File: src/rtl/spm_pkg.sv
// spm_pkg: shared FSM state type and default parameters for the serial multiplier
package spm_pkg;
   localparam int SPM_DEFAULT_WIDTH = 8;
   localparam int SPM_DEFAULT_GUARD = 4;
   typedef enum logic [1:0] {IDLE = 2'd0, MULT = 2'd1, FINAL = 2'd2} spm_state_t;
endpackage

File: src/rtl/param_signed_spm_csa_row.sv
// csa_row: W-bit 3:2 carry-save row
// Ports: x, y, z - three addends; sum - bitwise sum; carry - majority shifted left one place
module csa_row #(
   parameter int W = 16
) (
   input  logic [W-1:0] x,
   input  logic [W-1:0] y,
   input  logic [W-1:0] z,
   output logic [W-1:0] sum,
   output logic [W-1:0] carry
);
   logic [W-1:0] maj;
   assign sum   = x ^ y ^ z;
   assign maj   = (x & y) | (x & z) | (y & z);
   assign carry = maj << 1;
endmodule

File: src/rtl/param_signed_spm.sv
// param_signed_spm: bit-serial signed/unsigned multiplier with carry-save accumulation
// Ports: clk, rst_n (async active-low); start, signed_mode, a, b sampled in IDLE;
//        busy high in MULT/FINAL; done one-cycle pulse; product held between dones.
// Optional macro SPM_ACC_EN adds acc_clr input and acc output (running sum of products).
module param_signed_spm
   import spm_pkg::*;
#(
   parameter int WIDTH = SPM_DEFAULT_WIDTH,
   parameter int GUARD = SPM_DEFAULT_GUARD
) (
   input  logic               clk,
   input  logic               rst_n,
   input  logic               start,
   input  logic               signed_mode,
   input  logic [WIDTH-1:0]   a,
   input  logic [WIDTH-1:0]   b,
   output logic               busy,
   output logic               done,
   output logic [2*WIDTH-1:0] product
`ifdef SPM_ACC_EN
   ,
   input  logic                     acc_clr,
   output logic [2*WIDTH+GUARD-1:0] acc
`endif
);
   localparam int CW = $clog2(WIDTH + 1);
   localparam int PW = 2 * WIDTH;
   spm_state_t state, nxt;
   logic [PW-1:0] mcand, sum, carry, csa_s, csa_c, res, fin;
   logic [WIDTH-1:0] mplier, mag_a, mag_b;
   logic [CW-1:0] count;
   logic sign, take;
   // two's-complement negate of the most negative value wraps to 2^(W-1), which is the magnitude we want
   assign mag_a = (signed_mode & a[WIDTH-1]) ? -a : a;
   assign mag_b = (signed_mode & b[WIDTH-1]) ? -b : b;
   assign take  = state == IDLE && start;
   assign busy  = state != IDLE;
   assign res   = sum + carry;
   assign fin   = sign ? -res : res;
   csa_row #(.W(PW)) u_csa (
      .x    (sum),
      .y    (carry),
      .z    (mplier[0] ? mcand : '0),
      .sum  (csa_s),
      .carry(csa_c)
   );
   always_ff @(posedge clk or negedge rst_n) begin
      if (!rst_n) state <= IDLE;
      else        state <= nxt;
   end
   always_comb begin
      nxt = take ? MULT :
            (state == MULT && count != CW'(WIDTH - 1)) ? MULT :
            (state == MULT) ? FINAL : IDLE;
   end
`ifdef SPM_ACC_EN
   logic mode_q;
`endif
   always_ff @(posedge clk or negedge rst_n) begin
      if (!rst_n) begin
         mcand   <= '0;
         mplier  <= '0;
         sum     <= '0;
         carry   <= '0;
         count   <= '0;
         sign    <= 1'b0;
         done    <= 1'b0;
         product <= '0;
`ifdef SPM_ACC_EN
         mode_q  <= 1'b0;
`endif
      end else begin
         done <= state == FINAL;
         if (take) begin
            mcand  <= {{WIDTH{1'b0}}, mag_a};
            mplier <= mag_b;
            sign   <= signed_mode & (a[WIDTH-1] ^ b[WIDTH-1]);
            sum    <= '0;
            carry  <= '0;
            count  <= '0;
`ifdef SPM_ACC_EN
            mode_q <= signed_mode;
`endif
         end else if (state == MULT) begin
            // mcand tracks multiplicand << count, so the row adds the correctly weighted partial product
            sum    <= csa_s;
            carry  <= csa_c;
            mcand  <= mcand << 1;
            mplier <= mplier >> 1;
            count  <= count + 1'b1;
         end else if (state == FINAL) begin
            product <= fin;
         end
      end
   end
`ifdef SPM_ACC_EN
   always_ff @(posedge clk or negedge rst_n) begin
      if (!rst_n)               acc <= '0;
      else if (state == FINAL)  acc <= (acc_clr ? '0 : acc) + {{GUARD{mode_q & fin[PW-1]}}, fin};
      else if (acc_clr)         acc <= '0;
   end
`endif
endmodule

File: config.mk
export PLATFORM = sky130hd
export DESIGN_NAME = param_signed_spm
export DESIGN_NICKNAME = d
export VERILOG_FILES = /design/src/rtl/spm_pkg.sv /design/src/rtl/param_signed_spm_csa_row.sv /design/src/rtl/param_signed_spm.sv
export SDC_FILE = /design/constraint.sdc
export NUM_CORES = 1
export LEC_CHECK = 0
export ABC_CLOCK_PERIOD_IN_PS = 4200
export BUFFER_PORTS_ARGS = -buffer_cell sky130_fd_sc_hd__buf_2
export CAP_MARGIN = 10
export CORE_AREA = 2 2 145 147
export CTS_CLUSTER_SIZE = 8
export DETAILED_ROUTE_END_ITERATION = 8
export DIE_AREA = 0 0 147 149
export GPL_TIMING_DRIVEN = 0
export SKIP_LAST_GASP = 1
export SYNTH_ARGS = -nofsm -noshare
export SYNTH_HDL_FRONTEND = slang
export SYNTH_SLANG_ARGS = --single-unit
File: constraint.sdc
create_clock -name clk -period 4.2 [get_ports clk]
set_clock_uncertainty 0.1 [all_clocks]
set_input_delay 0.84 -clock clk [delete_from_list [all_inputs] [get_ports clk]]
set_output_delay 0.84 -clock clk [all_outputs]
set_load 0.01 [all_outputs]
==> run_results.csv <==
group,metric,value,unit
synth,synthArstFlopShare,100,%
setup_path,crit_type,"reg2reg",
setup_path,crit_buf_inv,1,
floorplanning,fp-row-count,53,
grt,grt.overflow.total,0,
routing,wl_per_cell,13.2,um
setup_path,cp.depth,11,
finish,final_common_cell,"nand2_1",
clock_network,cts_tree,"done",
synth,synth.distinct_cells,56,
setup_path,crit_path_start_kind,"register",
synth,seq_area_frac_synth,39.3,%
setup_path,critPathMaxStageDelay,0.41,ns
floorplanning,fp.dieH,149,um
sta,max_freq,317,MHz
synth,ys_ff_latch,79,
setup_path,cp.required,4.31,ns
setup_path,r2r_slack,1.05,ns
worst_hold_path,holdCritPathClass,"in2async",
outcome,run_status,"finished, final reports clean",
sta,tightest_slew,0.562,ns
finish,diodes,0,
setup_path,crit_end,"product[15]",
floorplanning,io_pins,38,
floorplanning,start_util,24.5,%
grt,grt_max_degree,69,
placement,pre_cts_slack,1.07,ns
routing,ant_nets,0,
placement,gp_congestion,0.801,
setup_path,crit_start,"sum[1]",
setup_path,end_kind,"register",
clock_network,ctsResizeCount,0,
clock_network,cts_hold_buffers,0,
sta,hold_viol,0,
sta,drv_slew,0,
placement,place_area,5590,um^2
routing,vias,4103,
clock_network,clkSlewWorstSetupHoldPaths,0.06,ns
finish,final_cell_mix,"106 x nand2_1, 79 x dfrtp_1, 64 x o21ai_0",
clock_network,post_cts_buffers,0,
routing,wl,12000,um
grt,grt_pass1_wl,20200,um
setup_path,path_max_fanout,4,
synth,syn_area,5030,um^2
setup_path,critical_path_arrival,3.26,ns
sta,layout_setup_ws,1.05,ns
sta,rsz0062_at_grt,"no",
power,powerDensity,752,nW/um^2
sta,layout_min_cycle_time,3.15,ns
job,drv_cap,0,
synth,synth-edff-count,0,
sta,layout_worst_path_cycle_share,75.0,%
floorplanning,core,20600,um^2
synth,syn_inst,582,
power,p_leak,2.49,nW
grt,antenna_found_initial,0,
clock_network,cts_root_buf,"clkbuf_16",
grt,grt_pass1_vias,4038,
finish,fin_area,5880,um^2
floorplanning,die_area,21900,um^2
setup_path,critPathSlowestCell,"fa_1",
setup_path,r2r-end,"product[15]",
finish,n_fill_cell,2200,
sta,maxSlewHeadroom,62.5,%
finish,syn_to_final_growth,16.7,%
synth,ys.warnings.count,0,
routing,drcViolationCount,0,
setup_path,crit_family,"compound AO/OA/AOI/OAI gates",
clock_network,h-tree-depth,3,
grt,grt_util_all_layers,11.5,%
setup_path,rr_startpoint,"sum[1]",
clock_network,clk_latency,0.34,ns
finish,multi_input_area,2740,um^2
finish,drive_above_1_share,12.9,%
routing,drtIter0Drc,204,
synth,syn_avg_cell_area,8.65,um^2
placement,numPortBuffers,36,
synth,synth_ff_type,"dfrtp_1",
floorplanning,die_width,147,um
setup_path,crit_chain,"ha_1 -> inv_1 -> fa_1 -> nand2b_1 -> a211oi_2 -> o311ai_2 -> a31oi_1 -> o211ai_2 -> nor4b_2 -> mux2i_1 -> o311ai_1",
clock_network,cts_buffer_depth,2,
setup_path,r2r_cells,11,
routing,dr.pass1.iters,4,
power,peakVddDrop,0.229,mV
sta,setup_tns,0,ns
sta,setup_viol,0,
synth,syn-num-nets,636,
placement,hpwl,9060,um
routing,via_per_inst,4.51,
clock_network,cts.sinks,79,
finish,regArea,1980,um^2
finish,postLayoutCoreUtil,28.6,%
finish,final_nets,684,
clock_network,cts-buffers-inserted,9,
flip-flops by register name, indices dropped and copies added (netlist names):
register / flops
product: 16
sum: 16
mcand: 16
state: 2
carry: 15
count: 4
sign: 1
done: 1
mplier: 8
cell usage after synthesis, drive strengths merged, types with 5 or more instances:
master | instances | share of area, %
a21oi | 8 | 0.94
a31oi | 18 | 2.2
buf | 12 | 1.4
clkbuf | 21 | 1.8
dfrtp | 79 | 39
fa | 15 | 6.0
ha | 19 | 4.7
inv | 42 | 3.1
nand2 | 106 | 7.9
nand2b | 5 | 0.62
nand3 | 46 | 4.6
nor2 | 38 | 2.8
nor3 | 12 | 1.3
o21ai | 71 | 7.1
o31ai | 6 | 1.1
xnor2 | 14 | 2.4
xor2 | 20 | 3.6
cell families (layout without fill, tap and decap cells):
kind of cell	count (synthesis)	in the layout	share of synthesized area, %
flip-flops	79	79	39.3
XOR/XNOR	34	34	6.07
multiplexers	4	4	0.820
AO/OA/AOI/OAI	132	132	17.1
buffers and inverters	75	127	6.34
AND/OR/NAND/NOR	224	224	19.7
adder cells (fa/ha/maj)	34	34	10.7
per-stage QoR:
| stage | hold WS, ns | power (mW) | std cells |
|---|---|---|---|
| floorplan | 0.342 | 3.05 | 582 |
| global placement | 0.357 | 3.59 | 893 |
| detailed placement | 0.365 | 3.67 | 894 |
| CTS | 0.245 | 4.46 | 909 |
| global route | 0.251 | 4.86 | 909 |
| finish | 0.247 | 4.42 | 909 |
how the worst min path moves through the flow:
stage,slack (ns),to,startpoint
2_1_floorplan,0.34,state[1],count[3]
3_3_place_gp,0.36,product[4],product[4]
3_5_place_dp,0.36,product[6],product[6]
4_1_cts,0.25,product[0],rst_n
5_1_grt,0.25,product[0],rst_n
6_report,0.25,product[0],rst_n
power by group:
group | internal [mW] | leakage [nW] | switching, mW
combinational | 0.889 | 1.33 | 1.45
sequential | 1.08 | 1.02 | 0.234
clock | 0.458 | 0.135 | 0.312
total | 2.43 | 2.49 | 1.99
routing by layer:
metal,up-vias,global-route usage (%),part of all wire (%)
met1,1940,15.9,50
met4,0,3.08,1.1
met5,-,0,0
met3,10,2.81,3.9
li1,2075,-,-
met2,78,18.2,45
area by class of cell:
type	count	share of cell area (%)
tap	275	5.86
inverter	42	2.68
clock inverter	5	1.00
buffer	33	2.75
clock buffer	10	3.90
multi-input combinational	428	46.6
timing repair buffer	37	3.58
sequential	79	33.6
No activity file was read; power rests on OpenSTA's default activity.
